===== src/rtl/loop_controller.sv =====
// loop_controller
//   Chooses the fetch unit's next PC around `[` / `]` loop instructions.
//   Keeps a return-address stack of loop-body start addresses. When `[` sees
//   a zero cell it skips forward to the matching `]` and squashes every
//   instruction it passes on the way.
//
// Optional feature macro: LOOP_CTRL_PERF_EN
//   When defined, jump_count counts taken backward jumps and saturates at
//   16'hFFFF. When undefined, jump_count is tied to zero and no counter
//   register exists.
//
// Handshake: there is no ready signal. An instruction is consumed on every
//   posedge where instr_valid=1 and hold=0. hold=1 freezes all state and
//   forces pc_write=0.
//
// Ports:
//   clk, reset                 clock, synchronous active-high reset
//   instr_valid                instruction at the current pc is valid
//   is_loop_open/is_loop_close pre-decoded bracket flags
//   cell_zero                  current data cell == 0
//   hold                       downstream stall
//   pc_incremented             pc+1 from the fetch unit
//   pc_src                     0 = pc_incremented, 1 = pc_loaded
//   pc_write                   PC register enable
//   pc_loaded                  jump target (0 when pc_src=0)
//   squash                     suppress execute side effects
//   error                      sticky fault flag
//   loop_depth                 return-stack occupancy
//   jump_count                 taken backward jumps
//   state_dbg                  FSM state (0 RUN, 1 SKIP, 2 ERR)
module loop_controller #(
  parameter int PC_WIDTH    = 16,
  parameter int STACK_DEPTH = 16,
  parameter int SKIP_WIDTH  = 8,
  localparam int SP_W  = $clog2(STACK_DEPTH) + 1,
  localparam int IDX_W = $clog2(STACK_DEPTH)
) (
  input  logic                clk,
  input  logic                reset,
  input  logic                instr_valid,
  input  logic                is_loop_open,
  input  logic                is_loop_close,
  input  logic                cell_zero,
  input  logic                hold,
  input  logic [PC_WIDTH-1:0] pc_incremented,
  output logic                pc_src,
  output logic                pc_write,
  output logic [PC_WIDTH-1:0] pc_loaded,
  output logic                squash,
  output logic                error,
  output logic [SP_W-1:0]     loop_depth,
  output logic [15:0]         jump_count,
  output logic [1:0]          state_dbg
);

  typedef enum logic [1:0] {ST_RUN = 2'd0, ST_SKIP = 2'd1, ST_ERR = 2'd2} state_t;

  localparam logic [SP_W-1:0] SP_FULL = SP_W'(STACK_DEPTH);

  state_t                state;
  logic [SP_W-1:0]       sp;
  logic [SKIP_WIDTH-1:0] skip_depth;
  logic [PC_WIDTH-1:0]   stack_mem [STACK_DEPTH];

  logic [IDX_W-1:0]    push_idx;
  logic [IDX_W-1:0]    top_idx;
  logic [PC_WIDTH-1:0] top_pc;
  logic stack_full, stack_empty;
  logic do_push, do_pop, go_err, go_skip, skip_inc, skip_dec, skip_exit;

  assign push_idx    = sp[IDX_W-1:0];
  // Wraps when sp==0; the value is unused then because `]` on an empty stack faults.
  assign top_idx     = IDX_W'(sp - SP_W'(1));
  assign top_pc      = stack_mem[top_idx];
  assign stack_full  = (sp == SP_FULL);
  assign stack_empty = (sp == '0);

  always_comb begin
    pc_src    = 1'b0;
    pc_write  = 1'b0;
    squash    = (state != ST_RUN);
    do_push   = 1'b0;
    do_pop    = 1'b0;
    go_err    = 1'b0;
    go_skip   = 1'b0;
    skip_inc  = 1'b0;
    skip_dec  = 1'b0;
    skip_exit = 1'b0;
    if (reset) begin
      squash = 1'b1;
    end else if (hold) begin
      squash = 1'b0;
    end else if (instr_valid) begin
      case (state)
        ST_RUN: begin
          if (is_loop_open && is_loop_close) begin
            go_err = 1'b1;
            squash = 1'b1;
          end else if (is_loop_open) begin
            if (cell_zero) begin
              go_skip  = 1'b1;
              pc_write = 1'b1;
            end else if (stack_full) begin
              go_err = 1'b1;
              squash = 1'b1;
            end else begin
              do_push  = 1'b1;
              pc_write = 1'b1;
            end
          end else if (is_loop_close) begin
            if (stack_empty) begin
              go_err = 1'b1;
              squash = 1'b1;
            end else if (!cell_zero) begin
              // Taken backward jump: the entry stays for the next iteration.
              pc_src   = 1'b1;
              pc_write = 1'b1;
            end else begin
              do_pop   = 1'b1;
              pc_write = 1'b1;
            end
          end else begin
            pc_write = 1'b1;
          end
        end
        ST_SKIP: begin
          if (is_loop_open && is_loop_close) begin
            go_err = 1'b1;
          end else begin
            pc_write = 1'b1;
            if (is_loop_open) begin
              if (&skip_depth) go_err = 1'b1;
              else             skip_inc = 1'b1;
            end else if (is_loop_close) begin
              if (skip_depth == SKIP_WIDTH'(1)) skip_exit = 1'b1;
              else                              skip_dec  = 1'b1;
            end
          end
        end
        default: ;
      endcase
    end
  end

  assign pc_loaded = pc_src ? top_pc : '0;

  // Stack storage has no reset; only sp decides which entries are live.
  always_ff @(posedge clk) begin
    if (do_push) stack_mem[push_idx] <= pc_incremented;
  end

  always_ff @(posedge clk) begin
    if (reset) begin
      state      <= ST_RUN;
      sp         <= '0;
      skip_depth <= '0;
    end else if (go_err) begin
      state <= ST_ERR;
    end else begin
      if (go_skip) begin
        state      <= ST_SKIP;
        skip_depth <= SKIP_WIDTH'(1);
      end
      if (do_push)  sp <= sp + SP_W'(1);
      if (do_pop)   sp <= sp - SP_W'(1);
      if (skip_inc) skip_depth <= skip_depth + SKIP_WIDTH'(1);
      if (skip_dec) skip_depth <= skip_depth - SKIP_WIDTH'(1);
      if (skip_exit) begin
        state      <= ST_RUN;
        skip_depth <= '0;
      end
    end
  end

  assign error      = (state == ST_ERR);
  assign loop_depth = sp;
  assign state_dbg  = state;

`ifdef LOOP_CTRL_PERF_EN
  logic [15:0] jump_cnt_q;
  always_ff @(posedge clk) begin
    if (reset)                                 jump_cnt_q <= '0;
    else if (pc_src && jump_cnt_q != 16'hFFFF) jump_cnt_q <= jump_cnt_q + 16'd1;
  end
  assign jump_count = jump_cnt_q;
`else
  assign jump_count = 16'h0000;
`endif

endmodule


===== config.mk =====
export PLATFORM = sky130hd
export DESIGN_NAME = loop_controller
export DESIGN_NICKNAME = d
export VERILOG_FILES = /design/src/rtl/loop_controller.sv
export SDC_FILE = /design/constraint.sdc
export NUM_CORES = 1
export LEC_CHECK = 0
export ABC_CLOCK_PERIOD_IN_PS = 6190
export CAP_MARGIN = 10
export CORE_MARGIN = 2
export CORE_UTILIZATION = 35
export CTS_CLUSTER_DIAMETER = 120
export DETAILED_ROUTE_END_ITERATION = 8
export GPL_TIMING_DRIVEN = 0
export SYNTH_ARGS = -nofsm -noshare
export SYNTH_HDL_FRONTEND = slang
export SYNTH_SLANG_ARGS = --single-unit

===== constraint.sdc =====
create_clock -name clk -period 6.19 [get_ports clk]
set_input_delay 1.238 -clock clk [delete_from_list [all_inputs] [get_ports clk]]
set_output_delay 1.238 -clock clk [all_outputs]
set_load 0.005 [all_outputs]

==> results of run 1 <==
state kept, by name, summed over array words and instances (netlist names):
register	count
skip_depth	8
stack_mem	256
loop_depth	5
state_dbg	2
per-layer routing:
layer	up-vias	routed length [µm]	global-route usage [%]
met4	0	792	5.248
met2	179	12710	26.27
met5	-	0	0
met3	50	1086	1.966
li1	2589	-	-
met1	2963	9573	17.63
stage by stage:
stage          hold WS (ns)  power (mW)  util, %  std cells
5_1_grt              0.5440       3.667    41.30       1100
3_3_place_gp         0.4957       2.145    38.83       1055
4_1_cts              0.5212       3.586    41.29       1100
3_5_place_dp         0.4936       2.150    38.83       1055
2_1_floorplan        0.4621       2.095        -        605
6_report             0.5196       3.554    41.31       1101
cells by family (layout without fill, tap and decap cells):
logic type / Yosys count / count (layout)
buf+inv: 58 / 151
fa+ha+maj: 8 / 8
simple gates: 101 / 101
flops: 271 / 271
xor+xnor: 6 / 6
compound gates: 65 / 65
mux: 80 / 80
other cells: 1 / 17
critical path, delay by kind of cell, from the launching register on:
kind | cells | cell delay (ns)
compound gates | 2 | 0.76
xor+xnor | 1 | 0.30
fa+ha+maj | 1 | 0.26
buf+inv | 7 | 2.47
flops | 1 | 0.40
area by class of cell:
cell class	count	area (µm²)	area share [%]
Antenna cell	1	2.502	0.01920
Buffer	50	287.8	2.207
Clock buffer	32	673.1	5.164
Clock inverter	13	95.09	0.7294
Inverter	8	30.03	0.2303
Multi-Input combinational cell	276	2977	22.83
Sequential cell	271	7988	61.27
Tap cell	402	503.0	3.858
Timing Repair Buffer	48	480.5	3.686
worst min path at each step:
stage                        from             to
floorplan           skip_depth[7]  skip_depth[7]
global placement    skip_depth[7]  skip_depth[7]
detailed placement  skip_depth[6]  skip_depth[6]
CTS                 skip_depth[6]  skip_depth[6]
global route        skip_depth[7]  skip_depth[7]
finish              skip_depth[6]  skip_depth[6]
cells in the mapped netlist, drive strengths merged, types with 3 or more instances:
| library cell | instances |
|---|---|
| a22oi | 3 |
| buf | 29 |
| clkbuf | 21 |
| or3 | 6 |
| nor4 | 5 |
| or4 | 4 |
| a221oi | 3 |
| edfxtp | 256 |
| mux4 | 64 |
| o21ai | 3 |
| xnor2 | 4 |
| nor2b | 16 |
| nand3 | 6 |
| inv | 8 |
| nor3 | 8 |
| a211oi | 36 |
| nand2b | 5 |
| nor2 | 14 |
| dfxtp | 15 |
| nand2 | 4 |
| ha | 8 |
| and3 | 10 |
| mux2i | 16 |
| a31oi | 5 |
| and2 | 12 |
report_power, final:
part           switching (mW)  internal (mW)
Sequential            0.00220           2.01
Combinational          0.0610         0.0430
Clock                   0.633          0.809
timing repair:
action | 4_1_cts | 5_1_grt
pin swaps | 0 | 0
gates resized for setup | 8 | 3
setup endpoints to repair | 16 | 6
==> key figures, run 1 <==
Finish
  • Most frequent cells in the layout: 256 x edfxtp_1, 64 x mux4_2, 48 x clkdlybuf4s50_1
  • Commonest non-fill, non-tap cell in the layout: edfxtp_1
  • Layout fillers: 2752
  • Layout net count: 712
  • Final instance area: 13040 µm²
  • Area growth syn-to-layout: 16.27%
  • Share of layout cells above drive strength 1: 21.20%

Yosys
  • Yosys cell types: 57
  • Area contributors post-synth: edfxtp_1 69%, mux4_2 13%, dfxtp_1 2.7%, a211oi_1 1.8%, mux2i_1 1.4%
  • Cells after Synth: 590
  • Top cell type's share of synthesized area: 68.56%
  • Synthesis Warnings: 0
  • FF+latch count, synth: 271
  • Largest family of logic cells by synthesized area: multiplexers
  • Share of flip-flops with an asynchronous set or reset: 0%
  • Cell taking the most area after synthesis: edfxtp_1
  • Seq/Total Area, Yosys: 71.24%
  • Mapped Avg Cell Area: 19.00 µm²
  • Synthesized area: 11210 µm²
  • Compound-gate portion of the synthesized area: 4.799%
  • Adder and majority gate portion of the synthesized area: 0.8928%
  • Synth Area in XOR/XNOR: 0.4687%
  • Synth Flop Type: edfxtp_1
  • EDFF count, synth: 256
  • Simple-gate share of the synthesized area: 5.569%
  • Post-synthesis mux area share: 14.28%

Clocking
  • Sink Count: 271
  • Clk root buf: clkbuf_16
  • CTS buffer count: 26
  • Worst skew pair latency: 0.54 ns
  • CTS tree: done
  • Max Root-Sink Buffers: 3
  • CTS Hold Bufs: 0
  • CTS clk-pin slew, worst paths: 0.06 ns
  • Post-CTS Setup Inserts: 0
  • H-tree Lvls: 1

Critical path
  • WP data required: 4.95 ns
  • Kind of critical path: reg -> out
  • RR Endpoint: stack_mem[0][5]
  • Crit path DAT: 4.73 ns
  • Worst path max stage delay: 0.63 ns
  • Slowest CP cell: clkdlybuf4s50_1
  • FF-to-FF Start: loop_depth[0]
  • Worst Setup EP: pc_loaded[15]
  • Critical Path Source: loop_depth[0]
  • Crit-path max FO: 10
  • Register-to-register setup slack: 2.31 ns
  • Setup crit end kind: output pin
  • Critical-path cell list: clkbuf_1, buf_2, clkbuf_4, inv_1, ha_1, xnor2_1, buf_2, clkbuf_2, a211oi_1, a211oi_1, clkdlybuf4s50_1
  • Worst reg-to-reg path cell count: 8
  • Crit path launch type: flop

Placement
  • Gpl congestion: 0.8920
  • Port Buf Inserts: 48
  • Placed Instance Area: 12250 µm²
  • Setup Slack @ Placement: 0.1086 ns
  • Final HPWL DP: 15760 µm

Drt
  • Initial drt markers: 540
  • Routed WL per cell: 21.94 µm
  • Final wirelength: 24160 µm
  • Via density: 5.251
  • DRC Markers: 0
  • DRT Pass-1 Iters: 5
  • Vias post-DR: 5781
  • Final ANT Viol Nets: 0

STA
  • RSZ-0062 raised after global routing: false
  • Final Hold Vio Count: 0
  • Final setup violation count: 0
  • Setup TNS: 0 ns
  • Slew Viols, Final: 0
  • Final worst slack: 0.2269 ns
  • Final clock skew: 0.01029 ns
  • FMAX: 167.7 MHz
  • Worst-Margin Slew: 1.017 ns
  • Minimum clock period: 5.963 ns
  • Slew headroom: 32.18%
  • Final period utilization: 96.33%

GRT
  • Total grt overflow: 0
  • Antenna violations before repair: 0
  • First-pass GRT wire length: 36190 µm
  • Largest net degree at the start of global routing: 17
  • Number of global-route vias before repair: 5966
  • GRT Util Overall: 14.47%

Floorplanning
  • Die height: 183.0 µm
  • Die Width: 183.0 µm
  • IO Pins: 66
  • Initial Util: 35.53%
  • Die ar.: 33480 µm²
  • Row count: 65
  • Core area: 31560 µm²

Hold path
  • Worst min path class: reg -> reg
  • Worst hold path depth: 1

Job
  • Max_cap viols: 0

Pwr
  • Power density cells: 272.6 nW/µm²
  • Pleak: 4.016 nW
  • Max VDD drop: 224.4 µV

Run status
  • Outcome: finished, final reports clean
Power figures use the tool's default switching activity.
==> run 2: changes to the inputs <==
--- a/config.mk
+++ b/config.mk
@@ -5,13 +5,15 @@
 export SDC_FILE = /design/constraint.sdc
 export NUM_CORES = 1
 export LEC_CHECK = 0
+export ABC_AREA = 1
 export ABC_CLOCK_PERIOD_IN_PS = 6190
 export CAP_MARGIN = 10
 export CORE_MARGIN = 2
-export CORE_UTILIZATION = 35
+export CORE_UTILIZATION = 45
 export CTS_CLUSTER_DIAMETER = 120
 export DETAILED_ROUTE_END_ITERATION = 8
 export GPL_TIMING_DRIVEN = 0
+export SKIP_CTS_REPAIR_TIMING = 1
 export SYNTH_ARGS = -nofsm -noshare
 export SYNTH_HDL_FRONTEND = slang
 export SYNTH_SLANG_ARGS = --single-unit
==> key figures, run 2 <==
Run status
  • Outcome: finished, final reports clean

Finish
  • Most frequent cells in the layout: 298 x nand2_1, 256 x edfxtp_1, 138 x nand3_1
  • Largest Register: stack_mem
  • Antenna Cells: 0
  • Area growth syn-to-layout: 17.56%
  • Final instance area: 13740 µm²
  • Commonest non-fill, non-tap cell in the layout: nand2_1
  • Layout fillers: 2202
  • Layout net count: 1170
  • Share of layout cells above drive strength 1: 12.12%
  • Largest register FFs: 256

Hold path
  • Worst hold path depth: 2
  • Worst min path class: reg -> reg
  • Worst hold path startpoint: skip_depth[1]
  • Hold endpoint: skip_depth[1]

Floorplanning
  • IO Pins: 66
  • Initial Util: 46.15%
  • Die height: 165.2 µm
  • Die ar.: 27280 µm²
  • Row count: 58
  • Core area: 25330 µm²
  • Die Width: 165.2 µm

Yosys
  • Area contributors post-synth: edfxtp_1 66%, nand2_1 9.6%, nand3_1 5.9%, a21oi_1 3.4%, dfxtp_1 2.6%
  • Share of flip-flops with an asynchronous set or reset: 0%
  • Top cell type's share of synthesized area: 65.77%
  • Synthesized area: 11690 µm²
  • Cell taking the most area after synthesis: edfxtp_1
  • Synth Flop Type: edfxtp_1
  • FF+latch count, synth: 271
  • Synthesis Warnings: 0
  • Yosys cell types: 35
  • EDFF count, synth: 256
  • Most numerous cell in the Yosys netlist: nand2_1
  • Cells after Synth: 1037
  • Seq/Total Area, Yosys: 68.34%
  • Mapped Avg Cell Area: 11.27 µm²
  • Commonest cells in the netlist: 298 x nand2_1, 256 x edfxtp_1, 138 x nand3_1, 80 x a21oi_1, 49 x nor2_1

Placement
  • Port Buf Inserts: 49
  • Final HPWL DP: 22080 µm
  • Placed Instance Area: 12770 µm²
  • Gpl congestion: 0.9220

Pwr
  • Overall power: 3.955 mW
  • Internal: 3.104 mW
  • Switching pwr: 0.8518 mW
  • Combinational power share: 5.0%
  • Sequential share of power: 50.8%
  • Sw Share: 21.54%
  • Max VDD drop: 238.5 µV
  • Pleak: 5.057 nW
  • Clock power frac: 44.2%
  • Power density cells: 287.9 nW/µm²

STA
  • RSZ-0062 raised after global routing: false
  • Worst-Margin Slew: 0.9749 ns
  • Final clock skew: 0.02399 ns
  • Worst hold slack: 0.4899 ns
  • Final Hold Vio Count: 0
  • Setup TNS: 0 ns
  • Minimum clock period: 5.548 ns
  • FMAX: 180.2 MHz
  • Final period utilization: 89.63%
  • Slew Viols, Final: 0
  • Final setup violation count: 0
  • Slew headroom: 34.94%

Critical path
  • WP data required: 4.95 ns
  • Register-to-register setup slack: 2.65 ns
  • Crit-path max FO: 12
  • Setup crit end kind: output pin
  • RR Endpoint: stack_mem[4][14]
  • FF-to-FF Start: loop_depth[0]
  • Crit path launch type: flop
  • Kind of critical path: reg -> out
  • Worst reg-to-reg path cell count: 10
  • Crit path DAT: 4.31 ns

Drt
  • Vias post-DR: 8223
  • DRT Pass-1 Iters: 5
  • Final wirelength: 32850 µm
  • Routed WL per cell: 22.00 µm
  • Final ANT Viol Nets: 0
  • Initial drt markers: 810
  • Via density: 5.508
  • DRC Markers: 0

GRT
  • Total grt overflow: 0
  • First-pass GRT wire length: 48330 µm
  • Antenna violations before repair: 1
  • GRT Util Overall: 24.51%
  • Number of global-route vias before repair: 7818
  • Largest net degree at the start of global routing: 17

Clocking
  • CTS buffer count: 30
  • Max Root-Sink Buffers: 3
  • Clk root buf: clkbuf_16
  • CTS tree: done
  • H-tree Lvls: 1
  • Worst skew pair latency: 0.56 ns
  • Sink Count: 271
  • CTS clk-pin slew, worst paths: 0.07 ns

Job
  • Max_cap viols: 0
run 2: cell type report:
type	count	area [µm²]	share of cell area, %
sequential	271	7988	58.13
multi-input combinational	677	3282	23.88
clock buffer	38	802.0	5.837
timing repair buffer	55	576.8	4.198
tap	330	412.9	3.005
buffer	71	389.1	2.832
clock inverter	18	166.4	1.211
inverter	33	123.9	0.9015
run 2: cell families (layout without fill, tap and decap cells):
family,Yosys count,after routing,share of synthesized area (%)
AOI/OAI and AO/OA,127,127,6.208
xor gates and xnor gates,13,13,1.199
and+or+nand+nor,513,513,18.98
DFF,271,271,68.34
adders and majority gates,8,8,0.8564
buffers and inverters,104,215,4.389
other,1,16,0.03208
run 2: per-stage QoR:
step	instances	setup WS [ns]	util [%]
after floorplan	1052	2.739	-
after global placement	1431	1.222	49.94
after detailed placement	1437	1.237	50.43
after CTS	1493	0.6347	54.25
after global routing	1493	0.3965	54.25
final	1493	0.6417	54.25
run 2: power by group through the flow:
stage / clock network [mW] / registers, mW / logic [mW]
2_1_floorplan: 0 / 2.05 / 0.0944
3_3_place_gp: 0 / 2.05 / 0.192
3_5_place_dp: 0 / 2.05 / 0.194
4_1_cts: 1.77 / 2.01 / 0.195
5_1_grt: 1.84 / 2.01 / 0.213
6_report: 1.75 / 2.01 / 0.197
run 2: worst max-delay path, cell delays in order, from the launching register on:
cell and delay, ns:
dfxtp_1 0.38, buf_2 0.20, inv_2 0.08, buf_2 0.28
buf_2 0.38, ha_1 0.33, inv_2 0.21, clkbuf_1 0.49
a21oi_1 0.08, a22oi_1 0.28, nand2_1 0.21, nand3_1 0.11
nand2_1 0.05, nor2_1 0.13, clkdlybuf4s50_1 0.52
run 2: metal layers:
layer	global-route usage, %	vias to the layer above	wire, µm
li1	-	3826	-
met1	34.25	4030	13940
met2	40.02	319	15650
met3	3.022	48	2249
met4	8.261	0	1012
met5	0	-	0
run 2: how the worst max path moves through the flow:
stage / slack (ns) / cells past startpoint / endpoint / start
4_1_cts: 0.63 / 14 / pc_loaded[8] / loop_depth[0]
3_3_place_gp: 1.22 / 9 / pc_loaded[14] / reset
2_1_floorplan: 2.74 / 8 / pc_loaded[10] / is_loop_open
5_1_grt: 0.40 / 14 / pc_loaded[8] / loop_depth[0]
6_report: 0.64 / 14 / pc_loaded[8] / loop_depth[0]
3_5_place_dp: 1.24 / 9 / pc_loaded[14] / reset
==> run 3: changes to the inputs <==
--- a/config.mk
+++ b/config.mk
@@ -12,6 +12,7 @@
 export CORE_UTILIZATION = 45
 export CTS_CLUSTER_DIAMETER = 120
 export DETAILED_ROUTE_END_ITERATION = 8
+export DONT_BUFFER_PORTS = 1
 export GPL_TIMING_DRIVEN = 0
 export SKIP_CTS_REPAIR_TIMING = 1
 export SYNTH_ARGS = -nofsm -noshare
==> key figures, run 3 (synthesis gave the netlist of run 2 again) <==
Run status
  • Outcome: finished, final reports clean

STA
  • Final Hold Vio Count: 0
  • Slew headroom: 35.76%
  • Setup TNS: 0 ns
  • FMAX: 196.4 MHz
  • Minimum clock period: 5.093 ns
  • Slew Viols, Final: 0
  • RSZ-0062 raised after global routing: false
  • Final clock skew: 0.006273 ns
  • Final setup violation count: 0
  • Worst-Margin Slew: 0.9626 ns
  • Final period utilization: 82.28%

Critical path
  • Crit path launch type: flop
  • Slowest CP cell: clkbuf_1
  • WP data required: 4.95 ns
  • CP Depth: 13
  • Kind of critical path: reg -> out
  • Buffers & Inverters on Critical Path: 6
  • Worst path top cell family by delay: buffers and inverters
  • Crit-path max FO: 12
  • Cell mode on critical path: buf_2
  • Worst reg-to-reg path cell count: 10
  • Setup crit end kind: output pin
  • Worst path max stage delay: 0.47 ns
  • Crit path DAT: 3.85 ns
  • Critical-path cell list: buf_2, inv_2, buf_2, buf_2, ha_1, inv_2, clkbuf_1, a21oi_1, a22oi_1, nand2_1, nand3_1, nand2_1, nor2_1

Clocking
  • CTS buffer count: 28
  • Sink Count: 271
  • Worst skew pair latency: 0.55 ns
  • Max Root-Sink Buffers: 3
  • CTS tree: done
  • CTS clk-pin slew, worst paths: 0.06 ns
  • H-tree Lvls: 1
  • Clk root buf: clkbuf_16

Floorplanning
  • Row count: 58
  • IO Pins: 66
  • Core area: 25330 µm²
  • Die height: 165.2 µm
  • Die ar.: 27280 µm²
  • Die Width: 165.2 µm
  • Initial Util: 46.15%

Finish
  • Antenna Cells: 0
  • Area growth syn-to-layout: 12.65%
  • Most frequent cells in the layout: 298 x nand2_1, 256 x edfxtp_1, 138 x nand3_1
  • Multi-input logic area: 3274 µm²
  • Largest Register: stack_mem
  • Layout net count: 1122
  • Largest register FFs: 256
  • Share of layout cells above drive strength 1: 12.24%
  • Register area: 7988 µm²
  • Layout fillers: 2211
  • Commonest non-fill, non-tap cell in the layout: nand2_1
  • Final Util: 51.99%

Drt
  • Final ANT Viol Nets: 0
  • DRC Markers: 0
  • Final wirelength: 31690 µm
  • Initial drt markers: 816
  • Vias post-DR: 7931
  • Via density: 5.504
  • Routed WL per cell: 21.99 µm
  • DRT Pass-1 Iters: 5

Placement
  • Gpl congestion: 0.9447
  • Final HPWL DP: 21440 µm
  • Port Buf Inserts: 0

Job
  • Max_cap viols: 0

Pwr
  • Max VDD drop: 245.6 µV
  • Pleak: 4.847 nW
  • Power density cells: 285.8 nW/µm²

Hold path
  • Worst hold path depth: 2
  • Worst min path class: reg -> reg

GRT
  • Number of global-route vias before repair: 7379
  • GRT Util Overall: 23.66%
  • First-pass GRT wire length: 46750 µm
  • Total grt overflow: 0
  • Largest net degree at the start of global routing: 17
  • Antenna violations before repair: 0
==> run 3: through the flow <==
stage          cells  power, mW  cell area [µm²]  setup slack (ns)  hold WS, ns
6_report        1441      3.763            13170             1.097       0.5100
5_1_grt         1441      3.859            13170            0.9367       0.5411
4_1_cts         1441      3.781            13170             1.113       0.5141
3_5_place_dp    1391      2.186            12290             1.700       0.5026
3_3_place_gp    1382      2.185            12160             1.700       0.4902
2_1_floorplan   1052      2.142            11750             2.739       0.4592
==> run 3: cell type report <==
class	instances	share of cell area (%)
clock buffers	35	5.682
flip-flops and latches	271	60.66
clock inverters	15	0.9597
multi-input cells	677	24.87
repair buffers	9	0.7982
well taps	330	3.136
plain buffers	71	2.955
inverters	33	0.9407
==> run 3: path summary, 6_finish.rpt <==
path | start | end | slack (ns)
hold / removal | skip_depth[1] | skip_depth[1] | 0.51
setup / recovery | loop_depth[0] | pc_loaded[8] | 1.10
setup reg to reg | loop_depth[0] | stack_mem[12][5] | 2.67
hold reg to reg | skip_depth[1] | skip_depth[1] | 0.51
==> run 3: tightest hold or removal path, cell delays in order (launching register included) <==
cell	delay, ns
dfxtp_1	0.34
nand2_1	0.07
nand2_1	0.05
==> run 3: layer usage <==
metal / GRT usage, % / up-vias / wire length (µm) / part of all wire, %
met1: 33.00 / 3780 / 13350 / 42
met5: 0 / - / 0 / 0
met2: 37.95 / 357 / 14830 / 47
li1: - / 3733 / - / -
met3: 3.222 / 61 / 2263 / 7.1
met4: 9.051 / 0 / 1245 / 3.9
==> run 3: where the power goes <==
group / total (mW) / leakage (nW) / switching (mW) / internal [mW]
Combinational: 0.140 / 1.99 / 0.0984 / 0.0421
Sequential: 2.01 / 2.42 / 0.00269 / 2.01
Clock: 1.61 / 0.431 / 0.679 / 0.935
Total: 3.76 / 4.85 / 0.780 / 2.98
